`src/rtl/stopwatch_pkg.sv`:
```
// Shared types and constants for the stopwatch controller and its decade digits.
package stopwatch_pkg;

  typedef enum logic [1:0] {
    CMD_START = 2'd0,
    CMD_STOP  = 2'd1,
    CMD_CLEAR = 2'd2,
    CMD_LAP   = 2'd3
  } cmd_e;

  typedef enum logic [1:0] {
    ST_IDLE  = 2'd0,
    ST_RUN   = 2'd1,
    ST_CLEAR = 2'd2
  } state_e;

  typedef logic [3:0] bcd_t;

  localparam bcd_t DIGIT_MAX = 4'd9;

endpackage

```
`src/rtl/decade_digit.sv`:
```
// Single BCD decade counter (0-9, wraps to 0); clear has priority over increment.
module decade_digit
  import stopwatch_pkg::*;
(
  input  logic CLK,
  input  logic RESET_N,
  input  logic CLR,
  input  logic INC,
  output bcd_t VALUE,
  output logic AT_MAX
);

  bcd_t value_q;
  bcd_t value_d;

  always_comb begin
    value_d = value_q;
    if (CLR) begin
      value_d = '0;
    end else if (INC) begin
      value_d = (value_q == DIGIT_MAX) ? bcd_t'(0) : bcd_t'(value_q + 4'd1);
    end
  end

  always_ff @(posedge CLK or negedge RESET_N) begin
    if (!RESET_N) begin
      value_q <= '0;
    end else begin
      value_q <= value_d;
    end
  end

  assign VALUE  = value_q;
  assign AT_MAX = (value_q == DIGIT_MAX);

endmodule

```
`src/rtl/stopwatch_ctrl.sv`:
```
// Run/stop/clear sequencer for a chain of decade digits with prescaler, lap
// capture and sticky overflow.
module stopwatch_ctrl
  import stopwatch_pkg::*;
#(
  parameter int DIGITS   = 4,
  parameter int PRESCALE = 10
) (
  input  logic                  CLK,
  input  logic                  RESET_N,
  input  logic                  CMD_VALID,
  input  logic [1:0]            CMD,
  output logic                  CMD_READY,
  output logic [4*DIGITS-1:0]   COUNT,
  output logic [4*DIGITS-1:0]   LAP,
  output logic                  RUNNING,
  output logic                  OVERFLOW
);

  localparam int PS_W = $clog2(PRESCALE);
  localparam logic [PS_W-1:0] PS_LAST = PS_W'(PRESCALE - 1);

  state_e              state_q, state_d;
  logic [PS_W-1:0]     ps_q, ps_d;
  logic [4*DIGITS-1:0] lap_q, lap_d;
  logic                running_q, running_d;
  logic                overflow_q, overflow_d;

  logic                accept;
  cmd_e                cmd;
  logic                tick;
  logic                clear_cmd;
  logic [DIGITS:0]     carry;
  logic [DIGITS-1:0]   at_max;
  logic [4*DIGITS-1:0] count_w;

  assign cmd       = cmd_e'(CMD);
  assign CMD_READY = (state_q != ST_CLEAR);
  assign accept    = CMD_VALID && CMD_READY;
  assign tick      = (state_q == ST_RUN) && (ps_q == PS_LAST);
  assign clear_cmd = accept && (cmd == CMD_CLEAR);

  // Carry ripples through every digit sitting at 9 within the same cycle.
  assign carry[0] = tick;

  for (genvar i = 0; i < DIGITS; i++) begin : g_digit
    assign carry[i+1] = carry[i] & at_max[i];

    decade_digit u_digit (
      .CLK     (CLK),
      .RESET_N (RESET_N),
      .CLR     (clear_cmd),
      .INC     (carry[i]),
      .VALUE   (count_w[4*i +: 4]),
      .AT_MAX  (at_max[i])
    );
  end

  always_comb begin
    state_d = state_q;
    case (state_q)
      ST_IDLE: begin
        if (accept && cmd == CMD_START) state_d = ST_RUN;
        if (accept && cmd == CMD_CLEAR) state_d = ST_CLEAR;
      end
      ST_RUN: begin
        if (accept && cmd == CMD_STOP)  state_d = ST_IDLE;
        if (accept && cmd == CMD_CLEAR) state_d = ST_CLEAR;
      end
      ST_CLEAR: state_d = ST_IDLE;
      default:  state_d = ST_IDLE;
    endcase
  end

  // Clear overrides any tick or overflow arriving in the same cycle.
  always_comb begin
    ps_d       = ps_q;
    lap_d      = lap_q;
    overflow_d = overflow_q | carry[DIGITS];
    running_d  = (state_d == ST_RUN);
    if (state_q == ST_RUN) begin
      ps_d = tick ? '0 : ps_q + 1'b1;
    end
    if (accept && cmd == CMD_LAP) begin
      lap_d = count_w;
    end
    if (clear_cmd) begin
      ps_d       = '0;
      overflow_d = 1'b0;
    end
  end

  always_ff @(posedge CLK or negedge RESET_N) begin
    if (!RESET_N) begin
      state_q    <= ST_IDLE;
      ps_q       <= '0;
      lap_q      <= '0;
      running_q  <= 1'b0;
      overflow_q <= 1'b0;
    end else begin
      state_q    <= state_d;
      ps_q       <= ps_d;
      lap_q      <= lap_d;
      running_q  <= running_d;
      overflow_q <= overflow_d;
    end
  end

  assign COUNT    = count_w;
  assign LAP      = lap_q;
  assign RUNNING  = running_q;
  assign OVERFLOW = overflow_q;

endmodule

```
`config.mk`:
```
export PLATFORM = sky130hd
export DESIGN_NAME = stopwatch_ctrl
export DESIGN_NICKNAME = d
export VERILOG_FILES = /design/src/rtl/stopwatch_pkg.sv /design/src/rtl/decade_digit.sv /design/src/rtl/stopwatch_ctrl.sv
export SDC_FILE = /design/constraint.sdc
export NUM_CORES = 1
export LEC_CHECK = 0
export CORE_MARGIN = 1.5
export CORE_UTILIZATION = 50
export CTS_CLUSTER_SIZE = 8
export DETAILED_ROUTE_END_ITERATION = 8
export MAX_ROUTING_LAYER = met4
export PLACE_DENSITY = 0.78
export SYNTH_ARGS = -nofsm -noshare
export SYNTH_HDL_FRONTEND = slang
export SYNTH_HIERARCHICAL = 1
export SYNTH_SLANG_ARGS = --single-unit
```
`constraint.sdc`:
```
create_clock -name CLK -period 2.56 [get_ports CLK]
set_input_delay 0.384 -clock CLK [delete_from_list [all_inputs] [get_ports CLK]]
set_output_delay 0.384 -clock CLK [all_outputs]
set_load 0.1 [all_outputs]
```
==> results of run 1 <==
layout make-up:
type                       instances  area [sq um]  share of cell area [%]
sequential                        40          1000                    41.1
tap                               48          60.1                    2.47
inverter                          11          41.3                    1.70
clock inverter                     2          35.0                    1.44
clock buffer                       6          72.6                    2.98
multi-input combinational        122           918                    37.7
timing repair buffer              40           305                    12.5
cells in the final DEF (no fill, tap or decap), types with 5 or more instances in the layout:
master	n
dfrtp_1	40
and4b_1	5
mux2_1	10
nand2_1	11
a21oi_1	14
nand3b_1	14
inv_1	11
xor2_1	5
nor3_1	6
ha_1	10
buf_4	36
clkbuf_8	5
nand2b_1	10
mux2_2	6
where the power goes:
group / total, uW / internal, uW / switching [uW]
Sequential: 770 / 698 / 72.3
Clock: 492 / 289 / 203
Combinational: 582 / 140 / 442
Total: 1840 / 1130 / 717
how the worst min path moves through the flow:
stage	endpoint	cells past startpoint	start
3_5_place_dp	LAP[14]	1	LAP[14]
5_1_grt	g_digit[0].u_digit/VALUE[1]	1	RESET_N
4_1_cts	g_digit[3].u_digit/VALUE[0]	1	RESET_N
6_report	g_digit[3].u_digit/VALUE[1]	1	RESET_N
2_1_floorplan	LAP[0]	0	RESET_N
3_3_place_gp	LAP[10]	1	LAP[10]
cells in the mapped netlist, types with 2 or more instances:
cell / n / area share, %
buf_6: 2 / 1.1
inv_1: 11 / 2.1
nor2_1: 4 / 0.75
o21ai_0: 4 / 1.0
nand2_1: 11 / 2.1
a21boi_0: 4 / 1.5
nand3b_1: 14 / 5.3
and4b_1: 5 / 2.5
mux2_2: 6 / 3.4
o21ai_1: 4 / 1.0
dfrtp_1: 40 / 50
a21oi_1: 14 / 3.5
xor2_1: 5 / 2.2
mux2_1: 10 / 5.7
or3b_1: 2 / 0.88
nand3_1: 2 / 0.50
nor3_1: 6 / 1.5
nand2b_1: 10 / 3.1
ha_1: 10 / 6.3
stage by stage:
step / hold slack [ns] / util [%] / setup slack (ns) / instances
final: 0.201 / 65.0 / 0.381 / 269
after floorplan: 0.0884 / - / 0.0860 / 176
after detailed placement: 0.486 / 62.1 / 0.429 / 261
after global routing: 0.272 / 65.0 / 0.151 / 269
after global placement: 0.476 / 62.1 / 0.553 / 261
after CTS: 0.223 / 65.0 / 0.403 / 269
flip-flops by register name (all words and copies together), names as in the netlist:
| signal | cells |
|---|---|
| state_q | 2 |
| g_digit.u_digit/VALUE | 16 |
| OVERFLOW | 1 |
| ps_q | 4 |
| LAP | 16 |
| RUNNING | 1 |
per-layer routing:
layer | vias up | wire length (um) | share of wire, %
met5 | - | 0 | 0
met4 | 0 | 23 | 0.62
met3 | 2 | 235 | 6.3
met2 | 50 | 1750 | 47
met1 | 691 | 1710 | 46
li1 | 706 | - | -
kinds of logic after synthesis:
family	Yosys count	share of synthesized area (%)
and+or+nand+nor	60	19.6
DFF	40	50.3
AOI/OAI and AO/OA	31	9.06
muxes	16	9.06
buffers and inverters	14	3.46
adders and majority gates	10	6.29
xor gates and xnor gates	5	2.20
worst max-delay path: stages (launching register included):
cell      delay (ns)
dfrtp_1         0.46
inv_1           0.10
ha_1            0.16
nand3b_1        0.13
inv_1           0.13
nand3_1         0.12
nor3_1          0.53
and4b_1         0.28
o21ai_1         0.07
a21oi_1         0.13
==> results.json, run 1 <==
{
  "hp-class": "in2async",
  "die_h_um": 66.1,
  "max_clock_freq_mhz": 459,
  "portBuffers": 39,
  "avgSynthCellArea_sq_um": 11.3,
  "endpoint_kind": "flop",
  "dr.pass1.iters": 4,
  "required_ns": 2.77,
  "finalWeightedCongestion": 0.806,
  "async_flop_share_pct": 100,
  "power_uw": 1840,
  "setup_tns_ns": 0,
  "drtIter0Drc": 38,
  "r2r_start": "g_digit[0].u_digit/VALUE[1]",
  "busiest_layer": "met2",
  "fillCellCount": 295,
  "via_per_inst": 5.39,
  "timing.slew.headroom_pct": 43.2,
  "outcome": "completed",
  "seq_area_frac_synth_pct": 50.3,
  "grt_pass1_vias": 1376,
  "period_share_pct": 85.1,
  "synth_edf_count": 0,
  "area_delta_synth_final_pct": 22.4,
  "drc_errors": 0,
  "die_area_sq_mm": 0.00436,
  "insertion_delay_ns": 0.29,
  "rsz0062_at_grt": "false",
  "p_per_area_mw_per_mm2": 758,
  "die_w_um": 66.1,
  "synth_cells": 176,
  "grt_max_degree": 41,
  "path_class": "reg2reg",
  "boundaryPins": 40,
  "slew_violations": 0,
  "grtUsageMet1_pct": 24.2,
  "use_met2_pct": 31.1,
  "cts_tree": "built",
  "clockBufferDepth": 2,
  "grt_pass1_wl_um": 6240,
  "yosys_warnings": 6,
  "arrival_ns": 2.39,
  "r2r_end": "g_digit[3].u_digit/VALUE[3]",
  "synth_nets": 191,
  "grt_use_total_pct": 19.7,
  "cap_violations": 0,
  "cts_setup_buffers": 0,
  "cts_buffers": 5,
  "dp_hpwl_um": 2700,
  "nets": 235,
  "gr-total-overflow": 0,
  "wl_um": 3720,
  "fp-row-count": 22,
  "initial_core_util_pct": 53.1,
  "avgRoutedWirePerCell_um": 13.8,
  "antenna_found_initial": 0,
  "fin_area_sq_mm": 0.00243,
  "ys_ff_latch": 40,
  "clock_sinks": 40,
  "synth_cell_types": 31,
  "clock_skew_ns": 0.00565,
  "rrSetupSlack_ns": 0.38,
  "gr-usage-met3_pct": 5.79,
  "peakVddDrop_v": 0.000409,
  "cts_root_buf": "clkbuf_8",
  "synth_flop_cell": "dfrtp_1",
  "cp-startpoint": "g_digit[0].u_digit/VALUE[1]",
  "drive_above_1_share_pct": 24.4,
  "leakagePower_uw": 0.00122,
  "postCtsHoldBufs": 0,
  "coreArea_sq_mm": 0.00374,
  "crit_path_end": "g_digit[3].u_digit/VALUE[3]",
  "vias": 1449,
  "worstPathMaxFanout": 7,
  "cts_resized": 0,
  "cts_max_level": 2,
  "dpl_cell_area_sq_mm": 0.00233,
  "diodes": 0,
  "clkTransAtPathRegs_ns": 0.07,
  "synthesis.area_sq_mm": 0.00199,
  "worst_pin_slew_ns": 0.852,
  "hold_violations": 0,
  "setup_viol": 0,
  "cp-start-kind": "flop",
  "reg2reg_depth": 9,
  "antenna_left": 0,
  "fin_crit_ns": 2.18
}
(Power assumes the default switching activity.)
==> run 2: changes to the inputs <==
Settings changed: GPL_TIMING_DRIVEN set to 0.
==> run 2 against run 1 <==
Net effect: clock skew down 0.00054 ns; power up 1.6%; highest routed layer unchanged; via count up 1.6%; register-to-register slack better by 0.03 ns; largest cell class unchanged; worst hold slack better by 0.0016 ns; first-iteration DRC count rose to 2.5 times the previous value; sequential cell count unchanged; clock power up 2%.
==> results.json, run 2 (synthesis results as in run 1) <==
{
  "clock_skew_ns": 0.00510,
  "peakVddDrop_v": 0.000445,
  "area_delta_synth_final_pct": 27.8,
  "final_cell_mix": "40 x dfrtp_1, 38 x clkdlybuf4s50_1, 14 x nand3b_1, 14 x a21oi_1",
  "worstPathCellList": "nand2b_1, clkdlybuf4s50_1",
  "endpoint_kind": "primary output",
  "cts_max_level": 2,
  "cts_root_buf": "clkbuf_8",
  "grt_use_total_pct": 20.3,
  "coreArea_sq_mm": 0.00374,
  "clkTransAtPathRegs_ns": 0.07,
  "dp_hpwl_um": 2660,
  "fillCellCount": 294,
  "die_area_sq_mm": 0.00436,
  "vias": 1472,
  "initial_core_util_pct": 53.1,
  "cp-start-kind": "flop",
  "max_clock_freq_mhz": 407,
  "rsz0062_at_grt": "false",
  "insertion_delay_ns": 0.29,
  "clock_sinks": 40,
  "cts_tree": "built",
  "dpl_cell_area_sq_mm": 0.00243,
  "finalWeightedCongestion": 0.761,
  "grt_pass1_wl_um": 6490,
  "fin_crit_ns": 2.46,
  "drtIter0Drc": 95,
  "period_share_pct": 96.0,
  "drc_errors": 0,
  "portBuffers": 39,
  "cap_violations": 0,
  "via_per_inst": 5.43,
  "die_h_um": 66.1,
  "die_w_um": 66.1,
  "slew_violations": 0,
  "worstPathMaxFanout": 4,
  "postCtsHoldBufs": 0,
  "crit_path_max_incr_delay_ns": 1.16,
  "nets": 237,
  "boundaryPins": 40,
  "gr-total-overflow": 0,
  "diodes": 0,
  "worst_pin_slew_ns": 0.985,
  "clockBufferDepth": 2,
  "cts_buffers": 5,
  "setup_viol": 0,
  "dr.pass1.iters": 4,
  "p_per_area_mw_per_mm2": 738,
  "timing.slew.headroom_pct": 34.1,
  "cts_setup_buffers": 0,
  "leakagePower_uw": 0.00117,
  "antenna_found_initial": 0,
  "drive_above_1_share_pct": 9.42,
  "critPathSlowestCell": "clkdlybuf4s50_1",
  "avgRoutedWirePerCell_um": 14.4,
  "layout_commonest_cell": "dfrtp_1",
  "grt_max_degree": 41,
  "critPathBufInv": 1,
  "path_class": "reg2out",
  "antenna_left": 0,
  "grt_pass1_vias": 1439,
  "wl_um": 3900,
  "fp-row-count": 22,
  "cts_resized": 0,
  "arrival_ns": 2.07,
  "required_ns": 2.18,
  "outcome": "completed",
  "fin_area_sq_mm": 0.00254,
  "hp-class": "in2async",
  "critPathTopFamily": "buffers and inverters",
  "hold_violations": 0,
  "setup_tns_ns": 0
}
run 2: cell count changes in the layout (fill, tap and decap cells not counted), sizes merged:
cell	change
clkdlybuf4s50	+35
buf	-33
run 2: area by class of cell:
class,instances,area [sq um],area share [%]
timing repair buffer,39,385,15.2
buffer,3,27.5,1.08
multi-input combinational,122,918,36.1
clock buffer,6,72.6,2.86
sequential,40,1000,39.4
inverter,11,41.3,1.62
clock inverter,2,35.0,1.38
tap,48,60.1,2.36
run 2: per-layer routing:
layer	up-vias	GRT usage [%]	wire length, um
met2	47	32.4	1820
met1	710	25.5	1840
met4	0	7.65	45
li1	711	-	-
met5	-	-	0
met3	4	4.43	198
run 2: worst paths after layout:
path | from | to | slack (ns) | depth (start not counted)
max in group asynchronous | RESET_N | OVERFLOW | 1.82 | 1
worst min register to register | LAP[11] | LAP[11] | 0.49 | 1
worst max-delay path | state_q[0] | CMD_READY | 0.10 | 2
min in group CLK | LAP[11] | LAP[11] | 0.49 | 1
worst min-delay path | RESET_N | LAP[12] | 0.20 | 1
worst max register to register | g_digit[1].u_digit/VALUE[0] | g_digit[3].u_digit/VALUE[3] | 0.41 | 8
run 2: through the flow:
| step | total power, uW | std cells | hold WS [ns] | setup WS, ns | util [%] |
|---|---|---|---|---|---|
| final | 1870 | 271 | 0.203 | 0.103 | 67.9 |
| after floorplan | 1220 | 176 | 0.0884 | 0.0860 | - |
| after CTS | 1890 | 271 | 0.231 | 0.107 | 67.9 |
| after global placement | 1360 | 263 | 0.474 | 0.202 | 65.1 |
| after global routing | 1960 | 271 | 0.280 | 0.0432 | 67.9 |
| after detailed placement | 1380 | 263 | 0.480 | 0.431 | 65.0 |
run 2: where the power goes:
group | internal, uW | leakage (uW) | switching, uW | total, uW
combinational | 160 | 0.000564 | 446 | 605
clock | 289 | 0.0000552 | 211 | 500
sequential | 698 | 0.000547 | 71.8 | 770
total | 1150 | 0.00117 | 728 | 1870
